`config.mk`:
```
export PLATFORM = sky130hd
export DESIGN_NAME = isp_tpg
export DESIGN_NICKNAME = d
export VERILOG_FILES = /design/src/rtl/isp_tpg.sv
export SDC_FILE = /design/constraint.sdc
export NUM_CORES = 1
export LEC_CHECK = 0
export CORE_ASPECT_RATIO = 1.2
export CORE_MARGIN = 2
export CORE_UTILIZATION = 35
export CTS_CLUSTER_DIAMETER = 40
export DETAILED_ROUTE_END_ITERATION = 7
export SYNTH_ARGS = -nofsm -noshare
export SYNTH_HDL_FRONTEND = slang
export SYNTH_SLANG_ARGS = --single-unit
```
`constraint.sdc`:
```
create_clock -name pclk -period 2.34 [get_ports pclk]
set_input_delay 0.468 -clock pclk [delete_from_list [all_inputs] [get_ports pclk]]
set_output_delay 0.468 -clock pclk [all_outputs]
set_load 0.005 [all_outputs]
```
`src/rtl/isp_tpg.sv`:
```
// Raw Bayer test-pattern generator and sensor-timing source.
// Produces href/vsync timing plus synthetic pixels (bars, ramp, solid, checker).
module isp_tpg #(
  parameter int BITS        = 8,
  parameter int WIDTH       = 1280,
  parameter int HEIGHT      = 960,
  parameter int HBLANK      = 160,
  parameter int VBLANK      = 20,
  parameter int VSYNC_LINES = 2
) (
  input  logic            pclk,
  input  logic            rst,
  input  logic            enable,
  input  logic [1:0]      mode,
  input  logic [BITS-1:0] solid_val,
  output logic            out_href,
  output logic            out_vsync,
  output logic [BITS-1:0] out_raw,
  output logic            frame_start,
  output logic            busy,
  output logic [15:0]     frame_cnt
);

  localparam int H_TOTAL    = WIDTH + HBLANK;
  localparam int V_TOTAL    = HEIGHT + VBLANK;
  localparam int H_W        = $clog2(H_TOTAL);
  localparam int V_W        = $clog2(V_TOTAL);
  localparam int BAR_W      = WIDTH / 8;
  localparam int BC_W       = $clog2(BAR_W);
  localparam int BAR_STEP_I = ((1 << BITS) - 1) / 7;

  localparam logic [H_W-1:0]  H_LAST   = H_W'(H_TOTAL - 1);
  localparam logic [V_W-1:0]  V_LAST   = V_W'(V_TOTAL - 1);
  localparam logic [H_W-1:0]  H_ACT    = H_W'(WIDTH);
  localparam logic [V_W-1:0]  V_VB     = V_W'(VBLANK);
  localparam logic [V_W-1:0]  V_VS     = V_W'(VSYNC_LINES);
  localparam logic [H_W-1:0]  H_ZERO   = H_W'(0);
  localparam logic [V_W-1:0]  V_ZERO   = V_W'(0);
  localparam logic [BC_W-1:0] BC_LAST  = BC_W'(BAR_W - 1);
  localparam logic [BC_W-1:0] BC_ZERO  = BC_W'(0);
  localparam logic [BITS-1:0] PIX_MAX  = {BITS{1'b1}};
  localparam logic [BITS-1:0] PIX_ZERO = {BITS{1'b0}};
  localparam logic [BITS-1:0] BAR_STEP = BITS'(BAR_STEP_I);

  typedef enum logic [0:0] {
    ST_IDLE = 1'b0,
    ST_RUN  = 1'b1
  } state_t;

  state_t          state_r;
  logic [H_W-1:0]  h_cnt_r;
  logic [V_W-1:0]  v_cnt_r;
  logic [BC_W-1:0] bar_cnt_r;
  logic [2:0]      bar_idx_r;
  logic [1:0]      mode_r;
  logic [BITS-1:0] solid_r;

  logic            live_s;
  logic            h_last_s;
  logic            v_last_s;
  logic            frame_first_s;
  logic            frame_end_s;
  logic [H_W-1:0]  h_nxt_s;
  logic [V_W-1:0]  v_nxt_s;
  logic [BC_W-1:0] bar_cnt_nxt_s;
  logic [2:0]      bar_idx_nxt_s;
  logic            vsync_s;
  logic            href_s;
  logic [15:0]     x_s;
  logic [15:0]     y_s;
  logic [BITS-1:0] pix_s;
  logic [BITS-1:0] raw_s;

  // Counter stepping, timing decode and pattern selection for the current position.
  always_comb begin
    live_s        = 1'b0;
    h_nxt_s       = H_ZERO;
    v_nxt_s       = V_ZERO;
    bar_cnt_nxt_s = BC_ZERO;
    bar_idx_nxt_s = 3'd0;
    pix_s         = PIX_ZERO;
    raw_s         = PIX_ZERO;

    // An idle generator treats the enable cycle itself as position (0,0).
    case (state_r)
      ST_IDLE: live_s = enable;
      ST_RUN:  live_s = 1'b1;
      default: live_s = 1'b0;
    endcase

    h_last_s      = (h_cnt_r == H_LAST);
    v_last_s      = (v_cnt_r == V_LAST);
    frame_end_s   = h_last_s && v_last_s;
    frame_first_s = (h_cnt_r == H_ZERO) && (v_cnt_r == V_ZERO);

    if (h_last_s) begin
      h_nxt_s = H_ZERO;
      if (v_last_s) begin
        v_nxt_s = V_ZERO;
      end else begin
        v_nxt_s = v_cnt_r + V_W'(1);
      end
    end else begin
      h_nxt_s = h_cnt_r + H_W'(1);
      v_nxt_s = v_cnt_r;
    end

    // Bar index tracks h_cnt/BAR_W incrementally; saturates through the blanking tail.
    if (h_last_s) begin
      bar_cnt_nxt_s = BC_ZERO;
      bar_idx_nxt_s = 3'd0;
    end else if (bar_cnt_r == BC_LAST) begin
      bar_cnt_nxt_s = BC_ZERO;
      if (bar_idx_r != 3'd7) begin
        bar_idx_nxt_s = bar_idx_r + 3'd1;
      end else begin
        bar_idx_nxt_s = bar_idx_r;
      end
    end else begin
      bar_cnt_nxt_s = bar_cnt_r + BC_W'(1);
      bar_idx_nxt_s = bar_idx_r;
    end

    vsync_s = (v_cnt_r < V_VS);
    href_s  = (v_cnt_r >= V_VB) && (h_cnt_r < H_ACT);
    x_s     = 16'(h_cnt_r);
    y_s     = 16'(v_cnt_r) - 16'(VBLANK);

    case (mode_r)
      2'd0:    pix_s = BITS'(bar_idx_r) * BAR_STEP;
      2'd1:    pix_s = BITS'(h_cnt_r);
      2'd2:    pix_s = solid_r;
      2'd3: begin
        if (x_s[3] ^ y_s[3]) begin
          pix_s = PIX_MAX;
        end else begin
          pix_s = PIX_ZERO;
        end
      end
      default: pix_s = PIX_ZERO;
    endcase

    if (href_s) begin
      raw_s = pix_s;
    end else begin
      raw_s = PIX_ZERO;
    end
  end

  // Run/idle state, position counters, per-frame settings and registered outputs.
  always_ff @(posedge pclk) begin
    if (rst) begin
      state_r     <= ST_IDLE;
      h_cnt_r     <= H_ZERO;
      v_cnt_r     <= V_ZERO;
      bar_cnt_r   <= BC_ZERO;
      bar_idx_r   <= 3'd0;
      mode_r      <= 2'd0;
      solid_r     <= PIX_ZERO;
      out_href    <= 1'b0;
      out_vsync   <= 1'b0;
      out_raw     <= PIX_ZERO;
      frame_start <= 1'b0;
      busy        <= 1'b0;
      frame_cnt   <= 16'd0;
    end else if (live_s) begin
      h_cnt_r     <= h_nxt_s;
      v_cnt_r     <= v_nxt_s;
      bar_cnt_r   <= bar_cnt_nxt_s;
      bar_idx_r   <= bar_idx_nxt_s;
      out_href    <= href_s;
      out_vsync   <= vsync_s;
      out_raw     <= raw_s;
      frame_start <= frame_first_s;
      busy        <= 1'b1;
      // (0,0) is always vertical blanking, so latching here never affects a visible pixel.
      if (frame_first_s) begin
        mode_r  <= mode;
        solid_r <= solid_val;
      end else begin
        mode_r  <= mode_r;
        solid_r <= solid_r;
      end
      if (frame_end_s) begin
        frame_cnt <= frame_cnt + 16'd1;
        state_r   <= enable ? ST_RUN : ST_IDLE;
      end else begin
        frame_cnt <= frame_cnt;
        state_r   <= ST_RUN;
      end
    end else begin
      state_r     <= ST_IDLE;
      h_cnt_r     <= H_ZERO;
      v_cnt_r     <= V_ZERO;
      bar_cnt_r   <= BC_ZERO;
      bar_idx_r   <= 3'd0;
      out_href    <= 1'b0;
      out_vsync   <= 1'b0;
      out_raw     <= PIX_ZERO;
      frame_start <= 1'b0;
      busy        <= 1'b0;
    end
  end

endmodule

```
==> results.sh, run 1 <==
export IMPL_area_growth_pct=26.7
export IMPL_synth_area_um2=3330
export IMPL_fin_skew_ps=9.55
export IMPL_cap_violations=0
export IMPL_placementRows=39
export IMPL_die_x_um=93.1
export IMPL_final_core_util_pct=45.1
export IMPL_dp_slack_ps=-28.9
export IMPL_hpwl_um=5600
export IMPL_diodes=0
export IMPL_fp_coreArea_um2=9370
export IMPL_ys_dominant_reg_cell="dfxtp_1"
export IMPL_drcViolationCount=0
export IMPL_setup_viol=0
export IMPL_cts_resized=0
export IMPL_drt_pre_antenna_iters=4
export IMPL_crit_type="reg2reg"
export IMPL_synth_cells=379
export IMPL_cts_tree="yes"
export IMPL_num_io_pins=41
export IMPL_cts_sink_count=71
export IMPL_critPathRequiredTime_ps=2560
export IMPL_syn_num_nets=402
export IMPL_dieArea_um2=10300
export IMPL_grt_usage_pct=15.8
export IMPL_ys_seq_elements=71
export IMPL_tightestPinTransition_ps=684
export IMPL_combPwrFrac_pct=5.9
export IMPL_status="complete, no violations"
export IMPL_rsz0062_at_grt="false"
export IMPL_layout_drive_gt1_share_pct=10.6
export IMPL_worstSetupEndpointType="register"
export IMPL_synth_edff_count=0
export IMPL_wl_um=7700
export IMPL_gp_congestion=0.806
export IMPL_worstPathArrival_ps=2380
export IMPL_clk_path_buf_depth=2
export IMPL_nets=450
export IMPL_grt_pass1_wl_um=13100
export IMPL_grt_pass1_vias=2706
export IMPL_p_sw_share_pct=22.7
export IMPL_ant_nets=0
export IMPL_timing_fmax_ghz=0.463
export IMPL_p_per_area_nw_per_um2=655
export IMPL_die_y_um=111
export IMPL_p_switching_mw=0.628
export IMPL_wl_per_cell_um=13.9
export IMPL_htree_num_levels=3
export IMPL_clkLatencyLatePin_ps=330
export IMPL_whs_ps=481
export IMPL_postSynth_asyncResetShare_pct=0
export IMPL_yosys_cell_types_count=46
export IMPL_grt_max_degree=32
export IMPL_ir_drop_v=0.000339
export IMPL_cts_setup_buffers=0
export IMPL_yosysWarnings=0
export IMPL_grt_overflow=0
export IMPL_viasPerCell=5.27
export IMPL_start_util_pct=35.6
export IMPL_leakage_nw=1.46
export IMPL_cts_root_buf="clkbuf_16"
export IMPL_maxSlewHeadroom_pct=54.2
export IMPL_cts_buffers=9
export IMPL_ys_seq_area_share_pct=42.7
export IMPL_drtIter0Drc=99
export IMPL_p_seq_share_pct=45.8
export IMPL_worstHoldPathType="reg2reg"
export IMPL_internal_power_mw=2.14
export IMPL_path_max_fanout=9
export IMPL_cts_hold_buf=0
export IMPL_slew_viol_final=0
export IMPL_antenna_found_initial=0
export IMPL_route_vias_total=2925
export IMPL_critPathLaunchType="register"
export IMPL_timing_final_ws_setup_ps=178
export IMPL_min_period_ps=2160
export IMPL_io_buffers=40
export IMPL_hold_viol_final=0
export IMPL_period_share_pct=92.4
export IMPL_cts_clk_slew_worst_paths_ps=60
export IMPL_clock_power_share_pct=48.3
export IMPL_avgSynthCellArea_um2=8.79
-- state kept, by name, summed over array words and instances (netlist names), 2 cells and up --
name / flops
bar_cnt_r: 8
out_raw: 8
mode_r: 2
frame_cnt: 16
h_cnt_r: 11
solid_r: 8
bar_idx_r: 3
v_cnt_r: 10
-- synth_stat cells (all sizes together), types with 3 or more instances --
library cell / count / area share (%)
mux2i: 3 / 0.90
or3: 9 / 1.7
nand4: 8 / 2.0
and4b: 3 / 0.90
clkbuf: 12 / 1.4
and3: 5 / 0.94
o21ai: 19 / 2.9
dfxtp: 71 / 43
nand3: 30 / 4.5
ha: 10 / 3.8
nor2b: 7 / 1.3
inv: 14 / 1.6
nand2: 13 / 1.5
nor4: 9 / 1.9
a21oi: 37 / 5.6
and4: 6 / 1.6
xnor2: 12 / 3.2
or4: 16 / 3.9
nor2: 35 / 3.9
o31ai: 13 / 3.1
nor3: 4 / 0.60
xor2: 11 / 2.9
a22oi: 4 / 0.90
buf: 8 / 1.4
-- layout make-up --
cell class	count	area, um2
fillers	928	5150
multi-input cells	274	1770
flip-flops and latches	71	1420
repair buffers	57	528
clock buffers	9	225
well taps	123	154
clock inverters	7	73.8
inverters	14	52.6
-- cell usage in the layout (no fill, tap or decap), types with 9 or more instances in the layout --
cell / count
dfxtp_1: 71
clkdlybuf4s50_1: 40
a21oi_1: 37
nor2_1: 35
nand3_1: 30
o21ai_0: 19
buf_4: 17
inv_1: 14
or4_1: 13
nand2_1: 13
xnor2_1: 12
o31ai_1: 12
xor2_1: 11
ha_1: 10
clkbuf_16: 9
-- layer usage --
layer | global-route usage (%) | up-vias | part of all wire, %
met5 | 0 | - | 0
met4 | 7.25 | 0 | 2.4
met3 | 3.33 | 15 | 3.7
met2 | 24.8 | 65 | 47
met1 | 20.8 | 1358 | 47
li1 | - | 1487 | -
-- power groups by stage --
stage                     clock network (mW)  logic [mW]  registers [mW]
after CTS                               1.36       0.163            1.27
final                                   1.34       0.162            1.27
after global placement                     0       0.161            1.29
after floorplan                            0       0.103            1.28
after detailed placement                   0       0.162            1.29
after global routing                    1.42       0.182            1.27
-- worst paths after layout --
check                                   start             to  slack, ps  cells past startpoint
worst min register to register  frame_cnt[15]  frame_cnt[15]        480                      2
worst min-delay path            frame_cnt[15]  frame_cnt[15]        480                      2
worst max-delay path               h_cnt_r[1]  frame_cnt[13]        180                      5
worst max register to register     h_cnt_r[1]  frame_cnt[13]        180                      5
-- worst max-delay path, stage by stage (launching register included) --
cell and delay (ps):
dfxtp_1 400, ha_1 250, nand4_4 150, or4_4 610, nor4_1 270, mux2_2 360
-- per-stage QoR --
step / instances / setup TNS, ps / power (mW) / area (um2)
global route: 555 / 0 / 2.87 / 4220
detailed placement: 539 / -28.9 / 1.45 / 3920
CTS: 555 / 0 / 2.79 / 4220
finish: 555 / 0 / 2.77 / 4220
global placement: 539 / -45.2 / 1.45 / 3920
floorplan: 379 / 0 / 1.38 / 3330
-- logic make-up after synthesis --
logic type / after synthesis / share of synthesized area, %
DFF: 71 / 42.7
adders and majority gates: 10 / 3.76
AOI/OAI and AO/OA: 82 / 14.5
xor gates and xnor gates: 23 / 6.05
buffers and inverters: 34 / 4.32
and+or+nand+nor: 154 / 27.1
muxes: 5 / 1.58
(Power assumes the default switching activity.)
==> inputs of run 2 (changes only) <==
- CORE_ASPECT_RATIO: 1.2 -> 0.75
- CTS_CLUSTER_SIZE: unset -> 24
==> run 2 against run 1 <==
  * Final cell count grew 1.1%
  * Count of clock-buffer cells in the layout is 2 higher
  * Fmax decreased by 1.4%
  * Combinational power grew 2%
  * Sequential cell count unchanged
  * Sequential power hardly changed
  * Sequential share of layout area is essentially flat
  * Die area about the same
  * Critical path depth unchanged
  * Critical endpoint unchanged
  * Largest power group unchanged
==> results.sh, run 2 (synthesis gave the netlist of run 1 again) <==
export IMPL_status="complete, no violations"
export IMPL_crit_type="reg2reg"
export IMPL_cts_resized=0
export IMPL_clk_path_buf_depth=2
export IMPL_drt_pre_antenna_iters=4
export IMPL_routed_top_layer="met4"
export IMPL_cap_violations=0
export IMPL_slew_viol_final=0
export IMPL_p_per_area_nw_per_um2=654
export IMPL_grt_usage_pct=16.9
export IMPL_grt_overflow=0
export IMPL_diodes=0
export IMPL_p_sw_share_pct=22.6
export IMPL_wl_um=8070
export IMPL_ant_nets=0
export IMPL_htree_num_levels=3
export IMPL_placementRows=30
export IMPL_ir_drop_v=0.000365
export IMPL_drtIter0Drc=219
export IMPL_layout_drive_gt1_share_pct=10.4
export IMPL_p_switching_mw=0.625
export IMPL_cts_clk_slew_worst_paths_ps=60
export IMPL_tightestPinTransition_ps=863
export IMPL_route_met2_wl_um=3500
export IMPL_setup_viol=0
export IMPL_internal_power_mw=2.14
export IMPL_worstHoldPathType="reg2reg"
export IMPL_clock_power_share_pct=48.2
export IMPL_leakage_nw=1.46
export IMPL_dieArea_um2=10300
export IMPL_hpwl_um=5780
export IMPL_grt_pass1_wl_um=13400
export IMPL_critPathLaunchType="register"
export IMPL_grt_max_degree=32
export IMPL_route_vias_total=2927
export IMPL_io_buffers=40
export IMPL_setup_tns_final_ps=0
export IMPL_hold_viol_final=0
export IMPL_wl_per_cell_um=14.4
export IMPL_die_y_um=88.5
export IMPL_gp_congestion=0.836
export IMPL_dpl_cell_area_um2=3940
export IMPL_fin_skew_ps=8.03
export IMPL_p_seq_share_pct=45.8
export IMPL_worstPathArrival_ps=2420
export IMPL_cts_root_buf="clkbuf_16"
export IMPL_cts_hold_buf=0
export IMPL_num_io_pins=41
export IMPL_reg_top3="frame_cnt x16, h_cnt_r x11, v_cnt_r x10"
export IMPL_largest_register_ffs=16
export IMPL_drcViolationCount=0
export IMPL_final_common_cell="dfxtp_1"
export IMPL_min_period_ps=2190
export IMPL_combPwrFrac_pct=6.0
export IMPL_cts_sink_count=71
export IMPL_met1_length_um=4080
export IMPL_nets=451
export IMPL_cts_setup_buffers=0
export IMPL_worstSetupEndpointType="register"
export IMPL_antenna_found_initial=0
export IMPL_rsz0062_at_grt="false"
export IMPL_fp_coreArea_um2=9160
export IMPL_area_growth_pct=26.9
export IMPL_period_share_pct=93.7
export IMPL_grt_pass1_vias=2702
export IMPL_die_x_um=117
export IMPL_path_max_fanout=11
export IMPL_final_cell_mix="71 x dfxtp_1, 40 x clkdlybuf4s50_1, 37 x a21oi_1, 35 x nor2_1, 30 x nand3_1"
export IMPL_start_util_pct=36.4
export IMPL_timing_fmax_ghz=0.456
export IMPL_top_register="frame_cnt"
export IMPL_cts_tree="yes"
export IMPL_clkLatencyLatePin_ps=340
export IMPL_route_met3_wl_um=403
export IMPL_finish_instance_area_um2=4230
export IMPL_cts_buffers=9
export IMPL_viasPerCell=5.22
export IMPL_critPathRequiredTime_ps=2570
export IMPL_maxSlewHeadroom_pct=42.2
[run 2: changes by cell type in the layout (fill, tap and decap cells not counted)]
cell,change
clkbuf_1,+2
clkinvlp_4,-2
buf_4,+1
[run 2: power groups by stage]
stage | combinational [mW] | sequential (mW) | clock [mW]
after floorplan | 0.103 | 1.28 | 0
after global placement | 0.162 | 1.29 | 0
after detailed placement | 0.165 | 1.29 | 0
after CTS | 0.167 | 1.27 | 1.37
after global routing | 0.185 | 1.27 | 1.44
final | 0.166 | 1.27 | 1.33
[run 2: worst paths after layout]
kind               from             to  slack [ps]  depth (start not counted)
max          h_cnt_r[1]  frame_cnt[13]         150                          5
min          solid_r[3]     solid_r[3]         480                          2
min reg2reg  solid_r[3]     solid_r[3]         480                          2
max reg2reg  h_cnt_r[1]  frame_cnt[13]         150                          5
[run 2: area by class of cell]
type,count,area (um2)
flip-flops and latches,71,1420
well taps,128,160
inverters,14,52.6
multi-input cells,274,1770
clock buffers,11,233
fillers,897,4930
repair buffers,58,536
clock inverters,5,58.8
[run 2: worst max-delay path: stages (launching register included)]
cell and delay [ps]:
dfxtp_1 410, ha_1 250, nand4_4 130, or4_4 620, nor4_1 300, mux2_2 370
[run 2: through the flow]
| step | power, mW | hold WS, ps | instances | utilization, % | setup slack [ps] |
|---|---|---|---|---|---|
| final | 2.77 | 481 | 561 | 46.2 | 147 |
| after global routing | 2.89 | 507 | 561 | 46.2 | 23.3 |
| after CTS | 2.80 | 486 | 561 | 46.2 | 150 |
| after detailed placement | 1.46 | 474 | 545 | 43.0 | -71.3 |
| after global placement | 1.45 | 458 | 545 | 43.0 | -61.1 |
| after floorplan | 1.38 | 438 | 379 | - | 109 |
[run 2: metal layers]
metal | vias up | GRT usage [%]
met4 | 0 | 3.53
met3 | 8 | 5.96
met2 | 50 | 24.7
met1 | 1390 | 24.1
met5 | - | 0
li1 | 1479 | -
